**config.mk**
```make
export PLATFORM = sky130hd
export DESIGN_NAME = sram_port_arbiter
export DESIGN_NICKNAME = d
export VERILOG_FILES = /design/src/rtl/sram_arb_pkg.sv /design/src/rtl/rr_arbiter.sv /design/src/rtl/sram_port_arbiter.sv
export SDC_FILE = /design/constraint.sdc
export NUM_CORES = 1
export LEC_CHECK = 0
export ABC_CLOCK_PERIOD_IN_PS = 2600
export CAP_MARGIN = 20
export CORE_AREA = 2 2 82 84
export CTS_BUF_LIST = sky130_fd_sc_hd__clkbuf_4
export CTS_CLUSTER_SIZE = 24
export DETAILED_ROUTE_END_ITERATION = 8
export DIE_AREA = 0 0 84 86
export GPL_ROUTABILITY_DRIVEN = 0
export PLACE_DENSITY = 0.8
export SETUP_SLACK_MARGIN = 0.02
export SLEW_MARGIN = 20
export SYNTH_ARGS = -nofsm -noshare
export SYNTH_HDL_FRONTEND = slang
export SYNTH_HIERARCHICAL = 1
export SYNTH_SLANG_ARGS = --single-unit
```
**constraint.sdc**
```tcl
create_clock -name clk -period 2.6 [get_ports clk]
set_clock_uncertainty 0.2 [all_clocks]
set_input_delay 0.52 -clock clk [delete_from_list [all_inputs] [get_ports clk]]
set_output_delay 0.52 -clock clk [all_outputs]
set_load 0.02 [all_outputs]
```
**src/rtl/sram_arb_pkg.sv**
```systemverilog
// Shared types for the SRAM port-0 arbiter: read-tag record, read latency and
// lock state encoding.
package sram_arb_pkg;

   localparam int unsigned SRAM_RD_LAT = 2;
   // Tag id field is sized for the largest supported requester count.
   localparam int unsigned MAX_ID_LEN = 8;

   typedef struct packed {
      logic                  valid;
      logic [MAX_ID_LEN-1:0] id;
   } rsp_tag;

   typedef enum logic {
      StIdle   = 1'b0,
      StLocked = 1'b1
   } lock_state_e;

endpackage

```
**src/rtl/rr_arbiter.sv**
```systemverilog
// Round-robin priority picker: grants the first set request at or above ptr,
// wrapping around. Purely combinational.
module rr_arbiter #(
   parameter int unsigned N     = 2,
   parameter int unsigned IDX_W = (N > 1) ? $clog2(N) : 1
) (
   input  logic [N-1:0]     req,
   input  logic [IDX_W-1:0] ptr,
   output logic [N-1:0]     grant,
   output logic [IDX_W-1:0] grant_idx
);

   always_comb begin
      logic found;
      grant     = '0;
      grant_idx = '0;
      found     = 1'b0;
      // Outer loop walks priority order; inner loop keeps every select constant.
      for (int unsigned i = 0; i < N; i++) begin
         for (int unsigned j = 0; j < N; j++) begin
            if (!found && req[j] && (((32'(ptr) + i) % N) == j)) begin
               found     = 1'b1;
               grant[j]  = 1'b1;
               grant_idx = IDX_W'(j);
            end
         end
      end
   end

endmodule

```
**src/rtl/sram_port_arbiter.sv**
```systemverilog
// Shares SRAM wrapper port 0 between NUM_REQ requesters with round-robin
// grants, per-requester burst locking and tagged 2-cycle read responses.
module sram_port_arbiter
   import sram_arb_pkg::*;
#(
   parameter int unsigned NUM_REQ       = 2,
   parameter int unsigned SIZE_IN_WORDS = 1024,
   parameter int unsigned WORD_SIZE     = 32,
   parameter int unsigned ADDR_LEN      = $clog2(SIZE_IN_WORDS),
   parameter int unsigned ID_LEN        = $clog2(NUM_REQ)
) (
   input  logic                            clk,
   input  logic                            rst,
   input  logic [NUM_REQ-1:0]              req_valid,
   output logic [NUM_REQ-1:0]              req_ready,
   input  logic [NUM_REQ-1:0]              req_we,
   input  logic [NUM_REQ-1:0]              req_lock,
   input  logic [NUM_REQ*ADDR_LEN-1:0]     req_addr,
   input  logic [NUM_REQ*WORD_SIZE-1:0]    req_wdata,
   input  logic [NUM_REQ*(WORD_SIZE/8)-1:0] req_wmask,
   output logic                            sram_nce0,
   output logic                            sram_nwe0,
   output logic [ADDR_LEN-1:0]             sram_addr0,
   output logic [WORD_SIZE-1:0]            sram_wdata0,
   output logic [WORD_SIZE/8-1:0]          sram_wmask0,
   input  logic [WORD_SIZE-1:0]            sram_rdata0,
   output logic                            rsp_valid,
   output logic [ID_LEN-1:0]               rsp_id,
   output logic [WORD_SIZE-1:0]            rsp_data
);

   localparam int unsigned MASK_LEN = WORD_SIZE / 8;

   lock_state_e       state_q;
   logic [ID_LEN-1:0] lock_owner_q;
   logic [ID_LEN-1:0] rr_ptr_q;
   logic [ID_LEN-1:0] rr_ptr_d;
   rsp_tag            tag_q [SRAM_RD_LAT];
   rsp_tag            tag_d;

   logic [NUM_REQ-1:0] rr_grant;
   logic [ID_LEN-1:0]  rr_idx;
   logic               gnt_vld;
   logic [ID_LEN-1:0]  gnt_idx;
   logic               gnt_we;
   logic               gnt_lock;

   rr_arbiter #(
      .N     (NUM_REQ),
      .IDX_W (ID_LEN)
   ) u_rr_arbiter (
      .req       (req_valid),
      .ptr       (rr_ptr_q),
      .grant     (rr_grant),
      .grant_idx (rr_idx)
   );

   always_comb begin
      gnt_vld     = 1'b0;
      gnt_idx     = rr_idx;
      gnt_we      = 1'b0;
      gnt_lock    = 1'b0;
      req_ready   = '0;
      sram_nce0   = 1'b1;
      sram_nwe0   = 1'b1;
      sram_addr0  = '0;
      sram_wdata0 = '0;
      sram_wmask0 = '0;

      // A held lock excludes everyone but the owner, even when the owner is idle.
      if (state_q == StLocked) begin
         gnt_idx = lock_owner_q;
         for (int k = 0; k < NUM_REQ; k++) begin
            if (lock_owner_q == ID_LEN'(k)) gnt_vld = req_valid[k];
         end
      end else begin
         gnt_vld = |rr_grant;
      end
      if (rst) gnt_vld = 1'b0;

      if (gnt_vld) begin
         for (int k = 0; k < NUM_REQ; k++) begin
            if (gnt_idx == ID_LEN'(k)) begin
               req_ready[k] = 1'b1;
               gnt_we       = req_we[k];
               gnt_lock     = req_lock[k];
               sram_addr0   = req_addr[k*ADDR_LEN +: ADDR_LEN];
               sram_wdata0  = req_wdata[k*WORD_SIZE +: WORD_SIZE];
               sram_wmask0  = req_wmask[k*MASK_LEN +: MASK_LEN];
            end
         end
         sram_nce0 = 1'b0;
         sram_nwe0 = !gnt_we;
      end
   end

   always_comb begin
      rr_ptr_d = (32'(gnt_idx) == NUM_REQ - 1) ? '0 : gnt_idx + ID_LEN'(1);
      tag_d.valid = gnt_vld && !gnt_we;
      tag_d.id    = tag_d.valid ? MAX_ID_LEN'(gnt_idx) : '0;
   end

   // While locked only the owner is granted, so the pointer settles at owner+1.
   always_ff @(posedge clk or posedge rst) begin
      if (rst) begin
         state_q      <= StIdle;
         lock_owner_q <= '0;
         rr_ptr_q     <= '0;
      end else if (gnt_vld) begin
         rr_ptr_q <= rr_ptr_d;
         if (gnt_lock) begin
            state_q      <= StLocked;
            lock_owner_q <= gnt_idx;
         end else begin
            state_q <= StIdle;
         end
      end
   end

   always_ff @(posedge clk or posedge rst) begin
      if (rst) begin
         for (int i = 0; i < SRAM_RD_LAT; i++) tag_q[i] <= '0;
      end else begin
         tag_q[0] <= tag_d;
         for (int i = 1; i < SRAM_RD_LAT; i++) tag_q[i] <= tag_q[i-1];
      end
   end

   logic unused_tag_id;
   assign unused_tag_id = ^tag_q[SRAM_RD_LAT-1].id;

   assign rsp_valid = tag_q[SRAM_RD_LAT-1].valid;
   assign rsp_id    = tag_q[SRAM_RD_LAT-1].id[ID_LEN-1:0];
   assign rsp_data  = sram_rdata0;

endmodule

```
==> key figures, run 1 <==
Status
  • Status: finished with violations
  • Failing checks: negative setup slack

Routing
  • Vias per cell: around 4.6
  • DRT Pass-1 Iters: 4
  • Routed WL per cell: 15.3 microns
  • Post-DRT Antenna Nets: 0
  • Number of DRC markers in iteration 0: 55
  • Total Wirelength: 6510 microns
  • Detailed-route DRC error count: 0
  • Vias: 1935

Timing
  • Post-layout min period: 2.62 ns
  • Hold Vio Cnt, Final: 0
  • Worst-Margin Slew: just under 0.3 ns
  • Highest clock rate: about 380 MHz
  • RSZ-0062 raised after global routing: true
  • Setup violators final: 7
  • Worst hold slack: 0.150 ns
  • Max-Slew Margin vs Limit: between 80% and 90%
  • Final worst path period share: 101%
  • Max-slew violations: 0
  • PnR worst setup slack: -0.0160 ns

Clock network
  • Root buffer cell: clkbuf_4
  • Clock transition at path regs: 0.05 ns
  • Clock Tree Buf Depth: 2
  • Total CTS buffers: 3
  • Clock latency on the worst-skew pair: between 0.2 and 0.3 ns
  • # H-tree levels: 1
  • CTS sink cnt: 7
  • CTS tree: done
  • Hold-fix buffer count after cts: 0

Logic synthesis
  • Number of flops mapped to enable cells by yosys: 0
  • Post-synth cell types: 24
  • Syn Std Cell Area: 1290 sq um
  • Post-synthesis sequential area ratio: 13.5%
  • Async S/R FF share, synth: 100%
  • Syn Area/Cell: 5.91 sq um
  • Mapped Cells: 219
  • YS warnings: 6
  • Yosys reg bits: 7
  • Syn_nets: 351
  • Post-synth top flop: dfrtp_1

Setup path
  • CP max stage delay: roughly 0.42 ns
  • Family with the most delay on the worst path: compound AO/OA/AOI/OAI gates
  • WP buf/inv: 3
  • Slowest cell on the critical path: dfrtp_1
  • Req. time, crit path: 1.88 ns
  • Crit path DAT: 1.90 ns
  • CP Max Fanout: 6
  • Kind of critical path: reg2out
  • Crit path launch type: flop
  • CP Capture Type: output pin
  • Worst path cell trace: inv_2 -> a21boi_2 -> nor3_2 -> a211o_4 -> buf_12 -> or2_4 -> buf_6

GRT
  • Number of global-route vias before repair: between 1500 and 2000
  • Initial antenna violation count: 0
  • Largest net degree at the start of global routing: 29
  • First-pass GRT wire length: 9240 microns
  • Gr ovfl total: 0
  • All-Layer GR Usage: 15.5%

Place
  • Detailed Place HPWL: 4600 microns
  • Placed cells: 411
  • Port bufs: 151
  • Placed cell area: approximately 2700 sq um

Final layout
  • Share of cells above drive strength 1: between 30% and 40%
  • Commonest cells after routing, fill and taps aside: clkdlybuf4s50_1, nand2_1, buf_4
  • Commonest non-fill, non-tap cell in the layout: clkdlybuf4s50_1
  • Net count reported at finish: 481
  • # diodes: 0
  • Storage cell area: 175 sq um
  • Area of the multi-input gates: 972 sq um
  • Fill cell count: 626
  • Synth-to-Final Area Change: 138%
  • Final Instance Area: 3070 sq um
  • Post-route insts no fill: roughly 430

Floorplan
  • Die width: 84 microns
  • Die Height: 86 microns
  • Top Ports: roughly 220
  • Initial core utilization: a little over 20%
  • Rows: 29
  • Die area: 7220 sq um
  • Core area: 6280 sq um

Power
  • Pwr dens: 857 nW/um^2
  • VDD IR-drop max: around 0.45 mV
  • Pleak: between 0.001 and 0.0015 uW

Worst hold path
  • Hold Path Class: reg2reg

Flow run
  • Max Cap Violations: 0
==> metal layers <==
| metal | track usage [%] | vias to the layer above | part of all wire, % |
|---|---|---|---|
| met2 | 31.1 | 103 | 56 |
| li1 | - | 935 | - |
| met4 | 5.43 | 0 | 1.6 |
| met1 | 16.1 | 887 | 35 |
| met5 | 0 | - | 0 |
| met3 | 2.69 | 10 | 7.1 |
==> final timing paths <==
check                                       endpoint                  from  slack [ns]  cells after the start
worst max-delay path                       sram_nwe0  rr_ptr_q$_DFFE_PP0P_       -0.02                      7
worst min register to register      rsp_id$_DFF_PP0_    tag_q[9]$_DFF_PP0_        0.15                      0
worst max register to register  rr_ptr_q$_DFFE_PP0P_  rr_ptr_q$_DFFE_PP0P_        0.56                      7
max in group asynchronous        state_q$_DFFE_PP0P_                   rst        1.69                      3
min in group asynchronous           rsp_id$_DFF_PP0_                   rst        0.31                      3
worst min-delay path                rsp_id$_DFF_PP0_    tag_q[9]$_DFF_PP0_        0.15                      0
==> flip-flops by register name (all words and copies together) (netlist names) <==
| signal | cells |
|---|---|
| rr_ptr_q | 1 |
| tag_q | 2 |
| rsp_valid | 1 |
| lock_owner_q | 1 |
| rsp_id | 1 |
| state_q | 1 |
==> power by group <==
part | switching [uW] | internal (uW)
sequential | 47.3 | 144
combinational | 1200 | 1130
clock | 38.8 | 68.9
==> final cells by class <==
class	count	share of cell area, %
sequential	7	5.70
multi-input combinational	161	31.6
tap	77	3.14
timing repair buffer	174	58.3
inverter	2	0.244
clock buffer	4	0.977
==> synth_stat cells (2+ instances only) <==
cell type | n | area share (%)
buf_4 | 38 | 22
o21ai_0 | 3 | 1.2
a21oi_1 | 46 | 18
nor3_1 | 2 | 0.77
buf_6 | 3 | 2.6
a21boi_1 | 2 | 1.2
inv_1 | 2 | 0.58
nand2_1 | 92 | 27
mux2i_1 | 4 | 3.1
dfrtp_1 | 7 | 14
clkbuf_1 | 3 | 0.87
nor2_1 | 2 | 0.58
buf_2 | 4 | 1.5
==> logic make-up (layout without fill, tap and decap cells) <==
family	Yosys count	count (layout)	share of synthesized area [%]
compound gates	54	54	22.2
buf+inv	51	180	28.0
flops	7	7	13.5
mux	6	6	5.13
simple gates	101	101	31.0
==> what timing repair did <==
item / CTS / global route
pin swaps: 3 / 20
setup buffers: 0 / 4
resized for setup: 238 / 99
setup endpoints to repair: 50 / 50
cloned: 2 / 4
==> stage by stage <==
stage / power (uW) / setup TNS (ns) / util (%) / setup WS (ns)
floorplan: 1250 / 0 / - / 0.179
global placement: 2040 / -34.86 / 43.5 / -0.777
detailed placement: 2070 / -39.09 / 43.5 / -0.863
CTS: 2140 / 0 / 42.2 / 0.0204
global route: 2810 / -2.54 / 49.0 / -0.0821
finish: 2630 / -0.0460 / 49.0 / -0.0160
==> worst register-to-register path: cells and delay by family, from the launching register on <==
kind,cells,cell delay (ns)
AO/OA/AOI/OAI,2,0.53
multiplexers,1,0.28
flip-flops,1,0.42
buffers and inverters,3,0.42
AND/OR/NAND/NOR,1,0.07
Note: power is estimated with default switching activity, not from simulation.
==> run 2: changes to the inputs <==
- MAX_ROUTING_LAYER: not set -> met4
- SKIP_LAST_GASP: not set -> 1
==> key figures, run 2 (synthesis gave the netlist of run 1 again) <==
Routing
  • Routed WL per cell: 15.3 microns (unchanged)
  • Post-DRT Antenna Nets: 0 (unchanged)
  • Vias per cell: 4.55 (about the same)
  • DRT Pass-1 Iters: 4 (unchanged)
  • Total Wirelength: 6510 microns (unchanged)
  • Detailed-route DRC error count: 0 (unchanged)
  • Number of DRC markers in iteration 0: 58 (+5.5%)
  • Vias: 1934 (-0.052%)

Clock network
  • Clock Tree Buf Depth: 2 (unchanged)
  • # H-tree levels: 1 (unchanged)
  • Total CTS buffers: 3 (unchanged)
  • CTS sink cnt: 7 (unchanged)
  • Hold-fix buffer count after cts: 0 (unchanged)
  • CTS tree: done
  • Clock transition at path regs: 0.05 ns (about the same)
  • Clock latency on the worst-skew pair: 0.25 ns (about the same)
  • Root buffer cell: clkbuf_4

Final layout
  • Area of the multi-input gates: 975 sq um (+0.26%)
  • Commonest cells after routing, fill and taps aside: clkdlybuf4s50_1, nand2_1, buf_4
  • Commonest non-fill, non-tap cell in the layout: clkdlybuf4s50_1
  • Synth-to-Final Area Change: 137%
  • Net count reported at finish: 481 (unchanged)
  • Top reg by flops: tag_q
  • Storage cell area: 175 sq um (unchanged)
  • Share of cells above drive strength 1: 36.5% (-0.29 points)
  • # diodes: 0 (unchanged)
  • Flip-flop count of the largest register after layout: 2 (unchanged)
  • Final Instance Area: 3070 sq um (-0.24%)
  • Fill cell count: 625 (-0.16%)
  • Final core area utilization: 48.8% (-0.12 points)

Setup path
  • CP Capture Type: output pin
  • Kind of critical path: in2out
  • CP Max Fanout: 6 (unchanged)
  • Crit path DAT: 1.90 ns (about the same)
  • Crit path launch type: primary input
  • Critical Path Source: req_valid[1]
  • FF-to-FF Start: rr_ptr_q$_DFFE_PP0P_
  • Worst reg-to-reg path cell count: 7 (unchanged)
  • FF-to-FF End: rr_ptr_q$_DFFE_PP0P_
  • Crit path to: sram_nwe0
  • Register-to-Register Setup Slack: 0.56 ns (about the same)
  • Req. time, crit path: 1.88 ns (about the same)

Timing
  • Worst-Margin Slew: 0.297 ns (+0.00308 ns)
  • Highest clock rate: 382 MHz (-0.13%)
  • Max-slew violations: 0 (unchanged)
  • Hold Vio Cnt, Final: 0 (unchanged)
  • Setup violators final: 8 (+1)
  • RSZ-0062 raised after global routing: true
  • Post-layout min period: 2.62 ns (+0.00328 ns)
  • Final worst path period share: 101% (+0.13 points)
  • Max-Slew Margin vs Limit: 80.2% (-0.21 points)
  • Post-Route Setup TNS: -0.0731 ns (-0.0271 ns)
  • PnR worst setup slack: -0.0193 ns (-0.00328 ns)

GRT
  • Initial antenna violation count: 0 (unchanged)
  • Largest net degree at the start of global routing: 29 (unchanged)
  • Gr ovfl total: 0 (unchanged)
  • Number of global-route vias before repair: 1910 (+0.052%)
  • First-pass GRT wire length: 9230 microns (about the same)
  • All-Layer GR Usage: 16.0% (+0.46 points)

Worst hold path
  • Hold Path Class: reg2reg

Place
  • Port bufs: 151 (unchanged)
  • Placed cell area: 2730 sq um (unchanged)
  • Detailed Place HPWL: 4600 microns (unchanged)
  • Worst slack, placed: -0.863 ns (unchanged)

Status
  • Failing checks: negative setup slack
  • Status: finished with violations

Floorplan
  • Core area: 6280 sq um (unchanged)
  • Initial core utilization: 20.6% (unchanged)
  • Die area: 7220 sq um (unchanged)
  • Rows: 29 (unchanged)
  • Die Height: 86 microns (unchanged)
  • Top Ports: 216 (unchanged)
  • Die width: 84 microns (unchanged)

Power
  • Post-layout total power: 2630 uW (about the same)
  • Pleak: 0.00134 uW (about the same)
  • VDD IR-drop max: 0.458 mV (+0.62%)
  • Pwr dens: 858 nW/um^2 (+0.17%)

Flow run
  • Max Cap Violations: 0 (unchanged)
-- run 2: cell counts in the layout (fill, tap and decap cells not counted) --
Identical to the previous run, type by type.
-- run 2: what timing repair did --
action	in CTS	in global routing
endpoints found under the setup margin	50	50
pin swaps	3	22
buffers inserted	0	4
gates resized for setup	234	101
cloned	2	4
-- run 2: where the power goes --
part	internal, uW	leakage [uW]	switching, uW	total, uW
sequential	144	0.0000892	47.3	192
clock	68.9	0.0000184	39.6	109
combinational	1130	0.00124	1200	2330
-- run 2: cell type report --
cell class	instances	area share, %
clock buffer	4	0.980
timing repair buffer	174	58.1
inverter	2	0.245
sequential	7	5.71
tap	77	3.14
multi-input combinational	161	31.8
-- run 2: per-layer routing --
layer  track usage, %  wire length [microns]
met1             16.3                   2350
met2             31.1                   3620
met3             2.31                    443
met4             5.43                    108
met5                -                      0
-- run 2: worst min path at each step --
stage,from,to,cells after the start
after CTS,tag_q[9]$_DFF_PP0_,rsp_id$_DFF_PP0_,0
after floorplan,rst,lock_owner_q$_DFFE_PP0P_,1
after global placement,tag_q[9]$_DFF_PP0_,rsp_id$_DFF_PP0_,0
after global routing,tag_q[17]$_DFF_PP0_,rsp_valid$_DFF_PP0_,0
after detailed placement,tag_q[9]$_DFF_PP0_,rsp_id$_DFF_PP0_,0
final,tag_q[9]$_DFF_PP0_,rsp_id$_DFF_PP0_,0
-- run 2: stage by stage --
| step | std cells | hold WS [ns] |
|---|---|---|
| after floorplan | 219 | 0.123 |
| after global placement | 411 | 0.132 |
| after detailed placement | 411 | 0.140 |
| after CTS | 417 | 0.151 |
| after global routing | 425 | 0.158 |
| final | 425 | 0.150 |
-- run 2: critical path, stage by stage --
cell and delay [ns]:
buf_2 0.12, buf_6 0.11, a21boi_2 0.17, nor3_2 0.08
a211o_4 0.35, buf_12 0.17, or2_4 0.24, buf_6 0.13
